===== config.mk =====
export PLATFORM = sky130hd
export DESIGN_NAME = fp_div_shift_sub_flat
export DESIGN_NICKNAME = d
export VERILOG_FILES = /design/src/rtl/fp_div_shift_sub_if.sv /design/src/rtl/fp_div_shift_sub.sv /design/src/flat_wrapper.sv
export SDC_FILE = /design/constraint.sdc
export NUM_CORES = 1
export LEC_CHECK = 0
export BUFFER_PORTS_ARGS = -buffer_cell sky130_fd_sc_hd__clkbuf_2
export CAP_MARGIN = 20
export CORE_ASPECT_RATIO = 1.4
export CORE_MARGIN = 2
export CORE_UTILIZATION = 40
export DETAILED_ROUTE_END_ITERATION = 8
export GPL_ROUTABILITY_DRIVEN = 0
export PLACE_DENSITY_LB_ADDON = 0.12
export SLEW_MARGIN = 0
export SYNTH_ARGS = -nofsm -noshare
export SYNTH_HDL_FRONTEND = slang
export SYNTH_SLANG_ARGS = --single-unit
export TNS_END_PERCENT = 20

===== constraint.sdc =====
create_clock -name clk -period 2.5 [get_ports clk]
set_input_delay 0.5 -clock clk [delete_from_list [all_inputs] [get_ports clk]]
set_output_delay 0.5 -clock clk [all_outputs]
set_load 0.03 [all_outputs]

===== src/rtl/fp_div_shift_sub_if.sv =====
`default_nettype none
// ============================================================================
// Module      : fp_div_shift_sub_if
// Description : Start/done handshake, operands, quotient and flags for the
//               sequential single-precision divider.
// Revision    : 1.0 - initial release
// ============================================================================
interface fp_div_shift_sub_if;
    logic        start;
    logic [31:0] A;
    logic [31:0] B;
    logic [31:0] result;
    logic        busy;
    logic        done;
    logic        overflow;
    logic        underflow;
    logic        div_by_zero;

    modport master (
        output start, A, B,
        input  result, busy, done, overflow, underflow, div_by_zero
    );

    modport slave (
        input  start, A, B,
        output result, busy, done, overflow, underflow, div_by_zero
    );
endinterface
`default_nettype wire


===== src/rtl/fp_div_shift_sub.sv =====
`default_nettype none
// ============================================================================
// Module      : fp_div_shift_sub
// Description : IEEE-754 single-precision divider, restoring shift-subtract,
//               one quotient bit per cycle. FP_DIV_ROUND_NEAREST_EN selects
//               round-to-nearest-even; otherwise the quotient is truncated.
// Revision    : 1.0 - initial release
// ============================================================================
module fp_div_shift_sub #(
    parameter logic [31:0] NAN_VALUE = 32'h7FC0_0000
) (
    input  wire logic          clk,
    input  wire logic          n_rst,
    fp_div_shift_sub_if.slave  bus
);

    typedef enum logic [2:0] {
        S_IDLE = 3'd0,
        S_LOAD = 3'd1,
        S_DIV  = 3'd2,
        S_NORM = 3'd3,
        S_DONE = 3'd4
    } state_t;

    localparam logic [4:0] c_LAST_ITER = 5'd25;

    state_t             r_state;
    logic [31:0]        r_a, r_b;
    logic [24:0]        r_rem;
    logic [23:0]        r_den;
    logic [25:0]        r_quo;
    logic signed [9:0]  r_exp;
    logic [4:0]         r_cnt;
    logic               r_sign;
    logic [31:0]        r_result;
    logic               r_busy, r_done, r_ovf, r_unf, r_dbz;

    // Operand classification; zero exponent (zero or subnormal) counts as zero
    logic [7:0]  w_ea, w_eb;
    logic [22:0] w_ma, w_mb;
    logic        w_sign, w_a_zero, w_b_zero, w_a_inf, w_b_inf, w_a_nan, w_b_nan;

    assign w_ea     = r_a[30:23];
    assign w_eb     = r_b[30:23];
    assign w_ma     = r_a[22:0];
    assign w_mb     = r_b[22:0];
    assign w_sign   = r_a[31] ^ r_b[31];
    assign w_a_zero = (w_ea == 8'h00);
    assign w_b_zero = (w_eb == 8'h00);
    assign w_a_inf  = (w_ea == 8'hFF) && (w_ma == 23'd0);
    assign w_b_inf  = (w_eb == 8'hFF) && (w_mb == 23'd0);
    assign w_a_nan  = (w_ea == 8'hFF) && (w_ma != 23'd0);
    assign w_b_nan  = (w_eb == 8'hFF) && (w_mb != 23'd0);

    logic        w_special, w_spec_dbz;
    logic [31:0] w_spec_result;

    always_comb begin
        w_special     = 1'b1;
        w_spec_dbz    = 1'b0;
        w_spec_result = NAN_VALUE;
        if (w_a_nan || w_b_nan || (w_a_zero && w_b_zero) || (w_a_inf && w_b_inf)) begin
            w_spec_result = NAN_VALUE;
        end else if (w_a_inf) begin
            w_spec_result = {w_sign, 8'hFF, 23'd0};
        end else if (w_b_inf) begin
            w_spec_result = {w_sign, 31'd0};
        end else if (w_b_zero) begin
            w_spec_result = {w_sign, 8'hFF, 23'd0};
            w_spec_dbz    = 1'b1;
        end else if (w_a_zero) begin
            w_spec_result = {w_sign, 31'd0};
        end else begin
            w_special     = 1'b0;
        end
    end

    // One restoring step
    logic        w_ge;
    logic [24:0] w_diff;

    assign w_ge   = (r_rem >= {1'b0, r_den});
    assign w_diff = w_ge ? (r_rem - {1'b0, r_den}) : r_rem;

    // Normalise, round, renormalise on mantissa carry-out
    logic [25:0]       w_q_n;
    logic signed [9:0] w_e_n, w_e_f;
    logic              w_guard, w_sticky, w_inc, w_carry;
    logic [24:0]       w_mant_rnd;
    logic [22:0]       w_mant_f;

    assign w_q_n    = r_quo[25] ? r_quo : {r_quo[24:0], 1'b0};
    assign w_e_n    = r_quo[25] ? r_exp : (r_exp - 10'sd1);
    assign w_guard  = w_q_n[1];
    assign w_sticky = w_q_n[0] | (|r_rem);

`ifdef FP_DIV_ROUND_NEAREST_EN
    assign w_inc = w_guard & (w_sticky | w_q_n[2]);
`else
    logic w_unused;
    assign w_inc    = 1'b0;
    assign w_unused = w_guard ^ w_sticky;
`endif

    assign w_mant_rnd = {1'b0, w_q_n[25:2]} + {24'd0, w_inc};
    assign w_carry    = w_mant_rnd[24];
    assign w_mant_f   = w_carry ? w_mant_rnd[23:1] : w_mant_rnd[22:0];
    assign w_e_f      = w_carry ? (w_e_n + 10'sd1) : w_e_n;

    always_ff @(posedge clk or negedge n_rst) begin
        if (!n_rst) begin
            r_state  <= S_IDLE;
            r_a      <= 32'd0;
            r_b      <= 32'd0;
            r_rem    <= 25'd0;
            r_den    <= 24'd0;
            r_quo    <= 26'd0;
            r_exp    <= 10'sd0;
            r_cnt    <= 5'd0;
            r_sign   <= 1'b0;
            r_result <= 32'd0;
            r_busy   <= 1'b0;
            r_done   <= 1'b0;
            r_ovf    <= 1'b0;
            r_unf    <= 1'b0;
            r_dbz    <= 1'b0;
        end else begin
            r_done <= 1'b0;
            case (r_state)
                S_IDLE: begin
                    if (bus.start) begin
                        r_a     <= bus.A;
                        r_b     <= bus.B;
                        r_busy  <= 1'b1;
                        r_state <= S_LOAD;
                    end
                end
                S_LOAD: begin
                    if (w_special) begin
                        r_result <= w_spec_result;
                        r_ovf    <= 1'b0;
                        r_unf    <= 1'b0;
                        r_dbz    <= w_spec_dbz;
                        r_busy   <= 1'b0;
                        r_done   <= 1'b1;
                        r_state  <= S_DONE;
                    end else begin
                        r_sign  <= w_sign;
                        r_rem   <= {2'b01, w_ma};
                        r_den   <= {1'b1, w_mb};
                        r_exp   <= $signed({2'b00, w_ea}) - $signed({2'b00, w_eb}) + 10'sd127;
                        r_quo   <= 26'd0;
                        r_cnt   <= 5'd0;
                        r_state <= S_DIV;
                    end
                end
                S_DIV: begin
                    r_rem <= w_diff << 1;
                    r_quo <= {r_quo[24:0], w_ge};
                    r_cnt <= r_cnt + 5'd1;
                    if (r_cnt == c_LAST_ITER) begin
                        r_state <= S_NORM;
                    end
                end
                S_NORM: begin
                    r_ovf <= 1'b0;
                    r_unf <= 1'b0;
                    r_dbz <= 1'b0;
                    if (w_e_f >= 10'sd255) begin
                        r_ovf    <= 1'b1;
                        r_result <= {r_sign, 8'hFF, 23'd0};
                    end else if (w_e_f <= 10'sd0) begin
                        r_unf    <= 1'b1;
                        r_result <= {r_sign, 31'd0};
                    end else begin
                        r_result <= {r_sign, w_e_f[7:0], w_mant_f};
                    end
                    r_busy  <= 1'b0;
                    r_done  <= 1'b1;
                    r_state <= S_DONE;
                end
                S_DONE: begin
                    r_state <= S_IDLE;
                end
                default: begin
                    r_state <= S_IDLE;
                end
            endcase
        end
    end

    assign bus.result      = r_result;
    assign bus.busy        = r_busy;
    assign bus.done        = r_done;
    assign bus.overflow    = r_ovf;
    assign bus.underflow   = r_unf;
    assign bus.div_by_zero = r_dbz;

endmodule
`default_nettype wire


===== src/flat_wrapper.sv =====
// flat-port wrapper written by rule: the top's interface ports become plain ports
module fp_div_shift_sub_flat 
#(
    parameter logic [31:0] NAN_VALUE = 32'h7FC0_0000
)
  (clk, n_rst, bus_start, bus_A, bus_B, bus_result, bus_busy, bus_done, bus_overflow, bus_underflow, bus_div_by_zero);
  fp_div_shift_sub_if bus_i ();
  input  wire logic clk;
  input  wire logic n_rst;
  input wire logic [$bits(bus_i.start)-1:0] bus_start;
  input wire logic [$bits(bus_i.A)-1:0] bus_A;
  input wire logic [$bits(bus_i.B)-1:0] bus_B;
  output wire logic [$bits(bus_i.result)-1:0] bus_result;
  output wire logic [$bits(bus_i.busy)-1:0] bus_busy;
  output wire logic [$bits(bus_i.done)-1:0] bus_done;
  output wire logic [$bits(bus_i.overflow)-1:0] bus_overflow;
  output wire logic [$bits(bus_i.underflow)-1:0] bus_underflow;
  output wire logic [$bits(bus_i.div_by_zero)-1:0] bus_div_by_zero;
  assign bus_i.start = bus_start;
  assign bus_i.A = bus_A;
  assign bus_i.B = bus_B;
  assign bus_result = bus_i.result;
  assign bus_busy = bus_i.busy;
  assign bus_done = bus_i.done;
  assign bus_overflow = bus_i.overflow;
  assign bus_underflow = bus_i.underflow;
  assign bus_div_by_zero = bus_i.div_by_zero;
  fp_div_shift_sub #(.NAN_VALUE(NAN_VALUE)) u_core (.clk(clk), .n_rst(n_rst), .bus(bus_i));
endmodule

# Word level (Yosys, flattened, before mapping)
# Index checks and enable logic that the tools add are counted.
# classes
muxes,43
n_lt_le_gt_ge,3
eq_ne,10
n_reduce_logical,25
n_addsub,5
bitwise_logic,2
# op_table
operator,count
$mux 32,6
$pmux 32 s2,1
$mux 31,2
$pmux 26 s2,1
$mux 25,2
$pmux 25 s2,1
$logic_not 23->1,2
$reduce_bool 23->1,2
$mux 26,1
$ge 25x24->1,1
$mux 24,1
$sub 24x24->24,1
$eq 8x8->1 const B,2
$logic_not 8->1,2
$mux 1,16
$pmux 3 s4,1
$add 10x8->10 const B,1
$ge 10x9->1 const B,1
$le 10x1->1 const B,1
$mux 10,1
$pmux 5 s2,1
$reduce_and 2->1,5
$sub 10x2->10 const B,1
$mux 3,3
other kinds (18),32
# word_totals
regBits,195
elab_cells,103
out_inout_bits,37
in_bits,67

# Logic depth before layout (Yosys ltp)
# Gate-level depths: netlist (run 1).
# depth
depth_word,8
mapped_depth,13
ltp_nobuf,12

# Least setup slack after synthesis (run 1)
# No wires, ideal clock.
# synth_timing
path_type,reg2reg
from,reg u_core.r_den[1]
to,reg u_core.r_rem[23]
slack_ns,-0.093
required_time_ns,2.375
path_buffers,2
synth_period_minus_slack_ns,2.593
stages_incl_launch_ff,13
arrival_ns,2.468
cell_sequence,dfrtp_1 inv_1 ha_1 nor2b_1 o31ai_2 a21oi_2 o2111ai_1 nand3_1 and2_1 buf_4 buf_2 o32ai_1 nor2_1
# synth_between
elab_chain_len,3
word_cells_on_any_way,4
cone_classes,1 x add/sub; 1 x order compare; 2 x mux
# synth_rtl
item,line,source
start: declaration,fp_div_shift_sub.sv:30,logic [23:0] r_den;
start signal: assignment,fp_div_shift_sub.sv:150,"r_den <= {1'b1, w_mb};"
$sub 24x24->24 or $ge 25x24->1 (tied branches),"fp_div_shift_sub.sv:83, fp_div_shift_sub.sv:82",
$mux 24 *,fp_div_shift_sub.sv:83,"assign w_diff = w_ge ? (r_rem - {1'b0, r_den}) : r_rem;"
$pmux 25 s2 *,fp_div_shift_sub.sv:129,case (r_state)
end signal: assignment,fp_div_shift_sub.sv:149,"r_rem <= {2'b01, w_ma};"
end signal: assignment,fp_div_shift_sub.sv:158,r_rem <= w_diff << 1;
end: declaration,fp_div_shift_sub.sv:29,logic [24:0] r_rem;
# Mark *: on every way between the ends. The rest lies on a longest branch, timed or not.
# A chain may end at the register's enable or synchronous reset.

# Worst setup path in the final report (run 1)
# layout_timing
from,reg u_core.r_a[23]
to,reg u_core.r_exp[8]
# layout_between
elab_chain_len,8
word_cells_on_any_way,18
cone_classes,2 x add/sub; 1 x eq/ne; 5 x mux; 1 x bitwise; 9 x reduce/logical
# layout_rtl
item,line,source
start: declaration,fp_div_shift_sub.sv:28,"logic [31:0] r_a, r_b;"
start signal: assignment,fp_div_shift_sub.sv:132,r_a <= bus.A;
"parallel branches: the longest is 8 deep, another holds $add 10x8->10",-,
end signal: assignment,fp_div_shift_sub.sv:151,"r_exp <= $signed({2'b00, w_ea}) - $signed({2'b00, w_eb}) + 10'sd127;"
end: declaration,fp_div_shift_sub.sv:32,logic signed [9:0] r_exp;
# Parallel ways; which one is timed is not known.

==> results of run 1 <==
-- registers in the layout, summed over array words and instances (netlist names), 3 cells and up --
signal             flops
u_core.r_den          24
u_core.bus.result     32
u_core.r_state         3
u_core.r_cnt           5
u_core.r_a            32
u_core.r_exp          10
u_core.r_quo          26
u_core.r_rem          25
u_core.r_b            32
-- where the power goes --
part	switching [mW]	internal [mW]
Clock	1.26	1.84
Combinational	6.46	6.08
Sequential	1.08	4.45
Total	8.80	12.4
-- routing by layer --
metal  vias to the layer above  global-route usage (%)
li1                       4198                       -
met1                      4126                   23.60
met3                        33                   2.833
met5                         -                       0
met4                         0                   7.445
met2                       114                   38.05
-- logic make-up after synthesis --
logic type	Yosys count	synth area share, %
fa+ha+maj	38	4.718
flops	195	46.94
mux	91	9.449
buf+inv	97	3.840
simple gates	369	16.90
compound gates	244	15.38
xor+xnor	32	2.768
-- layout make-up --
class	instances	area share (%)
Inverter	50	1.401
Sequential cell	195	36.44
Timing Repair Buffer	248	13.22
Multi-Input combinational cell	774	41.04
Clock buffer	20	3.409
Tap cell	319	2.980
Clock inverter	12	1.494
Antenna cell	1	0.01868
-- critical path, delay by kind of cell (launching register included) --
kind                     cells  cell delay [ns]
AO/OA/AOI/OAI                4             0.64
buffers and inverters        3             0.27
flip-flops                   1             0.39
adder cells (fa/ha/maj)      2             0.51
XOR/XNOR                     1             0.11
AND/OR/NAND/NOR              3             0.52
-- path summary, 6_finish.rpt --
kind | start | to | slack (ns) | cells past startpoint
max | u_core.r_a[23] | u_core.r_exp[8] | 0.03 | 13
min | n_rst | u_core.bus.busy | 0.03 | 1
max reg2reg | u_core.r_a[23] | u_core.r_exp[8] | 0.03 | 13
min reg2reg | u_core.r_den[23] | u_core.r_den[23] | 0.45 | 2
max in group asynchronous | n_rst | u_core.r_rem[21] | 1.82 | 2
min in group clk | bus_B[25] | u_core.r_b[25] | 0.26 | 3
-- through the flow --
step	std cells	setup slack, ns	setup TNS [ns]	utilization (%)	total power [mW]
after global placement	1565	-0.1387	-1.185	47.76	16.81
after detailed placement	1565	-0.1595	-2.377	47.76	16.89
after floorplan	1066	0.0007485	0	-	12.70
final	1619	0.02511	0	52.60	21.16
after CTS	1600	-0.007426	-0.007426	50.85	20.43
after global routing	1618	-0.1056	-1.410	52.59	22.83
-- repair_timing --
action	CTS	global route
setup buffers	3	15
pin swaps	13	62
resized for setup	26	57
cloned	0	3
endpoints found under the setup margin	43	67
-- cell usage after synthesis, drive strengths merged, types with 7 or more instances --
library cell  number
nand2            198
dfrtp            195
o21ai            109
mux2              57
inv               50
nor2              39
a21oi             38
ha                36
clkbuf            35
mux2i             34
and3              20
xnor2             17
nand3             16
nor3              16
nor4              16
xor2              15
a31oi             13
nand4             13
buf               12
a21o              11
nand2b            11
o21a               8
or2                8
nor2b              7
-- layout by cell type (no fill, tap or decap), types with 16 or more instances in the layout --
master and count:
mux2_2 57, buf_4 130, clkbuf_16 19, ha_1 26, nor4_1 16, inv_1 38
o21ai_0 81, a21oi_1 30, dfrtp_1 194, and3_1 19, clkbuf_2 102, nand2_1 196
o21ai_2 24, nor2_1 35, xnor2_1 17, mux2i_1 34
==> impl_metrics.env, run 1 <==
export IMPL_status="finished, final reports clean"
export IMPL_synth_top_cell_area_share_pct=46.94
export IMPL_worstPathMaxFanout=3
export IMPL_fmax_mhz=404.1
export IMPL_clk_path_buf_depth=2
export IMPL_critPathMaxStageDelay_ns=0.39
export IMPL_drt_iter0_drc=394
export IMPL_post_route_period_util_pct=99.00
export IMPL_tightest_slew_ns=0.6236
export IMPL_finalHoldViolCount=0
export IMPL_slowest_stage="dfrtp_1"
export IMPL_cts_buffers=17
export IMPL_dr_wl_met3_um=585
export IMPL_fin_nets=1391
export IMPL_ys_async_sr_fraction_pct=100.0
export IMPL_rsz0062_at_grt="yes"
export IMPL_routed_wl_mm=27.07
export IMPL_vias=8471
export IMPL_wl_met2_mm=14.69
export IMPL_path_class="reg -> reg"
export IMPL_grt_pass1_wl_mm=44.45
export IMPL_multiInputGateArea_um2=5498
export IMPL_power_leakage_nw=6.022
export IMPL_crit_top_cell="inv_2"
export IMPL_final_setup_viol_count=0
export IMPL_ys_seq_elements=195
export IMPL_io_pins=104
export IMPL_start_util_pct=40.82
export IMPL_syn_num_nets=1171
export IMPL_placed_cell_area_um2=12160
export IMPL_h_tree_depth=4
export IMPL_hold_class="in -> async"
export IMPL_die_area_um2=27310
export IMPL_path_cells="inv_2 -> ha_4 -> inv_2 -> fa_2 -> a21o_1 -> a21oi_2 -> o21bai_1 -> a21oi_1 -> xor2_1 -> buf_4 -> and3_4 -> or3_1 -> nand3_1"
export IMPL_synth_flop_cell="dfrtp_1"
export IMPL_fp_dieH_um=194.7
export IMPL_final_area_um2=13400
export IMPL_cp_end_kind="register"
export IMPL_core_area_um2=25470
export IMPL_drcViolationCount=0
export IMPL_maxCapViolations=0
export IMPL_grt_pass1_vias=8721
export IMPL_clkTransAtPathRegs_ns=0.07
export IMPL_power_density_nw_per_um2=1580
export IMPL_cp_required_ns=2.88
export IMPL_synth_top_cell_by_area="dfrtp_1"
export IMPL_vdd_drop_max_v=0.0007314
export IMPL_max_slew_margin_pct=58.33
export IMPL_ys_types=74
export IMPL_highest_layer="met4"
export IMPL_drive_gt1_share_pct=34.33
export IMPL_min_period_ns=2.475
export IMPL_syn_inst=1066
export IMPL_critPathArrivalTime_ns=2.85
export IMPL_synth_edff_count=0
export IMPL_port_buffers=103
export IMPL_met1_length_mm=11.00
export IMPL_grt_overflow=0
export IMPL_postRouteAntennaNets=0
export IMPL_grt_max_degree=63
export IMPL_cts_tree="built"
export IMPL_clock_sinks=195
export IMPL_cp_start_kind="register"
export IMPL_whs_ns=0.02695
export IMPL_area_growth_pct=28.86
export IMPL_die_w_um=140.2
export IMPL_avgViaCountPerCell=5.232
export IMPL_ctsHoldBuffers=0
export IMPL_seq_area_frac_synth_pct=46.94
export IMPL_clk_latency_ns=0.44
export IMPL_dp_hpwl_mm=20.03
export IMPL_postSynthAreaPerCell_um2=9.751
export IMPL_maxSlewViolCount=0
export IMPL_register_area_um2=4881
export IMPL_fill_cells=2352
export IMPL_antenna_found_initial=0
export IMPL_track_usage_pct=20.41
export IMPL_syn_area_um2=10390
export IMPL_clock_skew_ns=0.01005
export IMPL_yosys_warnings=0
export IMPL_wl_per_cell_um=16.72
export IMPL_clockRootBuffer="clkbuf_16"
export IMPL_fp_row_count=69
export IMPL_firstDrtPassIters=4
export IMPL_ys_top_cells_by_area="dfrtp_1, nand2_1, mux2_2"
(Power assumes the default switching activity.)
==> inputs of run 2 (changes only) <==
CELL_PAD_IN_SITES_DETAIL_PLACEMENT = 0   (was default)
CELL_PAD_IN_SITES_GLOBAL_PLACEMENT = 1   (was default)
==> run 2 against run 1 <==
  * The flow now finishes with violations (setup timing)
  * Flip-flop and latch count did not move
  * Register-to-register slack got worse by 0.07 ns
  * Die area did not move
  * Combinational power rose by 13%
  * First-iteration DRC count fell by 3.6%
  * Non-clock buffer count rose by 15
  * Critical path depth fell by 3
  * Clock-buffer cell count did not move
  * Wire length rose by 8.5%
  * Hold slack improved by 0.010 ns
  * Critical endpoint is now u_core.r_rem[11]
  * Largest power group unchanged
==> impl_metrics.env, run 2 (same netlist as run 1, synthesis figures left out) <==
export IMPL_finalHoldViolCount=0
export IMPL_met1_usage_pct=24.32
export IMPL_maxSlewViolCount=0
export IMPL_final_common_cell="nand2_1"
export IMPL_cts_tree="built"
export IMPL_rsz0062_at_grt="yes"
export IMPL_drt_iter0_drc=380
export IMPL_path_class="reg -> reg"
export IMPL_clk_latency_ns=0.45
export IMPL_cp_required_ns=2.87
export IMPL_seqPwrFrac_pct=24.5
export IMPL_placed_cell_area_um2=12250
export IMPL_grt_pass1_wl_mm=46.23
export IMPL_worstPathMaxFanout=4
export IMPL_fill_cells=2309
export IMPL_worst_slack_ns=-0.04532
export IMPL_path_cells="ha_4 -> buf_6 -> nand4_1 -> o21bai_4 -> a21oi_4 -> o2111ai_2 -> nand3_2 -> nand2_2 -> or4_4 -> a31oi_4"
export IMPL_clk_path_buf_depth=2
export IMPL_cp_start_kind="register"
export IMPL_power_switching_mw=9.598
export IMPL_grt_overflow=0
export IMPL_area_growth_pct=32.14
export IMPL_firstDrtPassIters=5
export IMPL_fp_row_count=69
export IMPL_grt_pass1_vias=8848
export IMPL_final_cell_mix="nand2_1, dfrtp_1, buf_4"
export IMPL_worstReg2RegStart="u_core.r_rem[7]"
export IMPL_postRouteAntennaNets=0
export IMPL_reg2reg_to="u_core.r_rem[11]"
export IMPL_core_area_um2=25470
export IMPL_io_pins=104
export IMPL_die_w_um=140.2
export IMPL_grt_use_met2_pct=41.05
export IMPL_status="finished, violations left"
export IMPL_power_leakage_nw=6.120
export IMPL_power_frac_comb_pct=62.5
export IMPL_drive_gt1_share_pct=37.24
export IMPL_failed_checks="setup timing"
export IMPL_critPathMaxStageDelay_ns=0.51
export IMPL_place_ws_ns=-0.2469
export IMPL_wl_per_cell_um=17.99
export IMPL_clock_skew_ns=0.01597
export IMPL_whs_ns=0.03732
export IMPL_cts_buffers=17
export IMPL_critPathArrivalTime_ns=2.91
export IMPL_grt_max_degree=64
export IMPL_p_clk_share_pct=13.0
export IMPL_min_period_ns=2.545
export IMPL_fp_dieH_um=194.7
export IMPL_max_slew_margin_pct=62.12
export IMPL_rrSetupSlack_ns=-0.05
export IMPL_dp_hpwl_mm=21.05
export IMPL_antenna_found_initial=0
export IMPL_netSwitchingFraction_pct=42.42
export IMPL_maxCapViolations=0
export IMPL_n_antenna_cell=0
export IMPL_track_usage_pct=21.63
export IMPL_port_buffers=103
export IMPL_h_tree_depth=4
export IMPL_start_util_pct=40.82
export IMPL_p_int_mw=13.03
export IMPL_final_core_util_pct=53.93
export IMPL_ctsHoldBuffers=0
export IMPL_tightest_slew_ns=0.5681
export IMPL_post_route_period_util_pct=101.8
export IMPL_vias=8673
export IMPL_post_layout_nonfiller_instances=1632
export IMPL_cp_end_kind="register"
export IMPL_final_setup_viol_count=3
export IMPL_power_density_nw_per_um2=1647
export IMPL_fin_nets=1406
export IMPL_vdd_drop_max_v=0.001002
export IMPL_hold_class="in -> async"
export IMPL_dp_cells=1571
export IMPL_final_area_um2=13740
export IMPL_avgViaCountPerCell=5.314
export IMPL_slowest_stage="or4_4"
export IMPL_clkTransAtPathRegs_ns=0.07
export IMPL_grt_busiest_layer="met2"
export IMPL_drcViolationCount=0
export IMPL_die_area_um2=27310
export IMPL_routed_wl_mm=29.36
export IMPL_clock_sinks=195
export IMPL_fmax_mhz=392.9
export IMPL_reg2reg_depth=10
export IMPL_met3_usage_pct=3.227
export IMPL_clockRootBuffer="clkbuf_16"
## run 2: worst max path at each step
stage,from,to
floorplan,u_core.r_den[22],u_core.r_rem[23]
global placement,u_core.r_den[0],u_core.r_rem[19]
detailed placement,u_core.r_den[0],u_core.r_rem[19]
CTS,u_core.r_den[1],u_core.r_rem[16]
global route,u_core.r_rem[7],u_core.r_rem[7]
finish,u_core.r_rem[7],u_core.r_rem[11]
## run 2: metrics by stage
| stage | setup TNS [ns] | total power, mW |
|---|---|---|
| 2_1_floorplan | 0 | 12.70 |
| 3_3_place_gp | -0.7756 | 17.27 |
| 3_5_place_dp | -2.425 | 17.31 |
| 4_1_cts | -0.1390 | 20.71 |
| 5_1_grt | -1.652 | 24.25 |
| 6_report | -0.08256 | 22.63 |
## run 2: area by class of cell
cell class	instances	area [um2]	share of cell area, %
sequential	195	4880	35.53
inverter	50	187.7	1.366
clock buffer	20	466.7	3.398
clock inverter	11	147.6	1.075
tap	319	399.1	2.906
multi-input combinational	774	5704	41.53
timing repair buffer	263	1951	14.20
## run 2: power by group through the flow
stage	logic, mW	registers [mW]	clock network, mW
floorplan	7.19	5.51	0
global placement	11.8	5.49	0
detailed placement	11.8	5.51	0
CTS	12.2	5.47	3.00
global route	15.4	5.71	3.13
finish	14.1	5.54	2.94
## run 2: routing by layer
layer | share of wire (%) | up-vias | wire length, um
met5 | 0 | - | 0
met4 | 3.1 | 0 | 922
met3 | 2.4 | 48 | 707
met2 | 55 | 139 | 16090
met1 | 40 | 4250 | 11640
li1 | - | 4236 | -
## run 2: worst max-delay path: cells and delay by family (launching register included)
kind | cells | cell delay, ns
and+or+nand+nor | 4 | 0.93
AOI/OAI and AO/OA | 4 | 0.73
DFF | 1 | 0.41
adders and majority gates | 1 | 0.28
buffers and inverters | 1 | 0.10
## run 2: repair_timing
action | CTS | global route
cloned | 0 | 3
endpoints found under the setup margin | 44 | 73
setup buffers | 4 | 23
gates resized for setup | 24 | 98
pin swaps | 12 | 74
==> inputs of run 3 (changes only) <==
REMOVE_ABC_BUFFERS = 1   (was default)
==> run 3 against run 2 <==
  * The flow still finishes with violations (setup timing)
  * Clock power fell by 3%
  * Maximum frequency rose by 0.92%
  * Utilization fell by 2.0 points
  * Sequential power fell by 2%
  * Largest cell class unchanged
==> impl_metrics.env, run 3 (same netlist as run 1, synthesis figures left out) <==
export IMPL_cts_buffers=17
export IMPL_post_layout_nonfiller_instances=1614
export IMPL_start_util_pct=40.82
export IMPL_dp_hpwl_mm=19.12
export IMPL_firstDrtPassIters=4
export IMPL_netSwitchingFraction_pct=42.11
export IMPL_n_antenna_cell=0
export IMPL_hold_class="in -> async"
export IMPL_die_w_um=140.2
export IMPL_core_area_um2=25470
export IMPL_clock_sinks=195
export IMPL_fp_row_count=69
export IMPL_clk_latency_ns=0.45
export IMPL_final_area_um2=13220
export IMPL_h_tree_depth=4
export IMPL_fp_dieH_um=194.7
export IMPL_worst_slack_ns=-0.02211
export IMPL_final_common_cell="nand2_1"
export IMPL_status="finished, violations left"
export IMPL_critPathArrivalTime_ns=2.87
export IMPL_final_setup_viol_count=2
export IMPL_seqPwrFrac_pct=26.2
export IMPL_fin_nets=1387
export IMPL_post_route_period_util_pct=100.9
export IMPL_drive_gt1_share_pct=33.51
export IMPL_avgViaCountPerCell=5.234
export IMPL_rsz0062_at_grt="yes"
export IMPL_dp_cells=1564
export IMPL_vdd_drop_max_v=0.0008113
export IMPL_grt_pass1_wl_mm=43.07
export IMPL_p_clk_share_pct=13.8
export IMPL_placed_cell_area_um2=12140
export IMPL_die_area_um2=27310
export IMPL_clk_path_buf_depth=2
export IMPL_port_buffers=103
export IMPL_cp_end_kind="register"
export IMPL_power_frac_comb_pct=60.0
export IMPL_p_int_mw=11.96
export IMPL_clockRootBuffer="clkbuf_16"
export IMPL_place_ws_ns=-0.1747
export IMPL_maxCapViolations=0
export IMPL_antenna_found_initial=0
export IMPL_power_density_nw_per_um2=1562
export IMPL_min_period_ns=2.522
export IMPL_path_class="reg -> reg"
export IMPL_io_pins=104
export IMPL_power_leakage_nw=5.957
export IMPL_drcViolationCount=0
export IMPL_routed_wl_mm=26.26
export IMPL_worstPathMaxFanout=3
export IMPL_fmax_mhz=396.5
export IMPL_grt_overflow=0
export IMPL_postRouteAntennaNets=0
export IMPL_track_usage_pct=19.83
export IMPL_clock_skew_ns=0.01203
export IMPL_finalHoldViolCount=0
export IMPL_tightest_slew_ns=0.5229
export IMPL_max_slew_margin_pct=64.82
export IMPL_cp_start_kind="register"
export IMPL_area_growth_pct=27.19
export IMPL_drt_iter0_drc=333
export IMPL_grt_pass1_vias=8538
export IMPL_final_core_util_pct=51.91
export IMPL_power_switching_mw=8.698
export IMPL_wl_per_cell_um=16.27
export IMPL_clkTransAtPathRegs_ns=0.07
export IMPL_grt_max_degree=71
export IMPL_cts_tree="built"
export IMPL_failed_checks="setup timing"
export IMPL_final_cell_mix="nand2_1, dfrtp_1, buf_4"
export IMPL_cp_required_ns=2.85
export IMPL_vias=8448
export IMPL_maxSlewViolCount=0
## run 3: through the flow
| stage | hold slack [ns] | power (mW) | setup TNS (ns) |
|---|---|---|---|
| 3_3_place_gp | 0.4430 | 16.67 | -3.018 |
| 2_1_floorplan | 0.2044 | 12.52 | -375.23 |
| 4_1_cts | 0.01780 | 20.12 | -0.04386 |
| 3_5_place_dp | 0.4628 | 16.75 | -3.076 |
| 6_report | 0.01492 | 20.66 | -0.02793 |
| 5_1_grt | 0.03868 | 22.41 | -1.908 |
## run 3: cell type report
cell class	count	area [um2]
clock buffer	18	439.2
tap	319	399.1
clock inverter	14	166.4
sequential	195	4882
timing repair buffer	244	1712
multi-input combinational	774	5435
fill	2386	12250
inverter	50	187.7
## run 3: layer usage
| layer | GRT usage, % | part of all wire, % | up-vias |
|---|---|---|---|
| li1 | - | - | 4203 |
| met1 | 22.98 | 42 | 4100 |
| met2 | 36.38 | 53 | 104 |
| met3 | 3.030 | 2.1 | 41 |
| met4 | 7.856 | 3.2 | 0 |
| met5 | 0 | 0 | - |
## run 3: worst paths after layout
kind,startpoint,end,slack (ns),depth (start not counted)
setup reg to reg,u_core.r_rem[1],u_core.r_rem[19],-0.02,12
hold / removal,n_rst,u_core.r_exp[7],0.01,1
min in group clk,bus_B[28],u_core.r_b[28],0.26,3
max in group asynchronous,n_rst,u_core.r_rem[16],1.83,2
setup / recovery,u_core.r_rem[1],u_core.r_rem[19],-0.02,12
hold reg to reg,u_core.r_den[23],u_core.r_den[23],0.47,2
## run 3: timing repair
| action | CTS | global route |
|---|---|---|
| gates cloned | 0 | 1 |
| hold buffers | 0 | 0 |
| setup endpoints to repair | 41 | 55 |
| buffers inserted | 5 | 12 |
| gates resized for setup | 32 | 42 |
| pin swaps | 19 | 54 |
## run 3: worst max-delay path, stage by stage, from the launching register on
cell       delay [ns]
dfrtp_1          0.39
buf_4            0.12
buf_4            0.11
inv_2            0.04
fa_2             0.39
nor2b_2          0.15
o31ai_2          0.09
a211oi_2         0.32
o2111ai_1        0.19
nand2_2          0.15
a21o_1           0.16
a211oi_2         0.07
o32ai_2          0.25
## run 3: power groups by stage
stage	clock network [mW]	registers, mW	logic, mW
floorplan	0	5.53	6.99
global placement	0	5.43	11.2
detailed placement	0	5.46	11.3
CTS	2.94	5.40	11.8
global route	3.06	5.62	13.7
finish	2.85	5.42	12.4
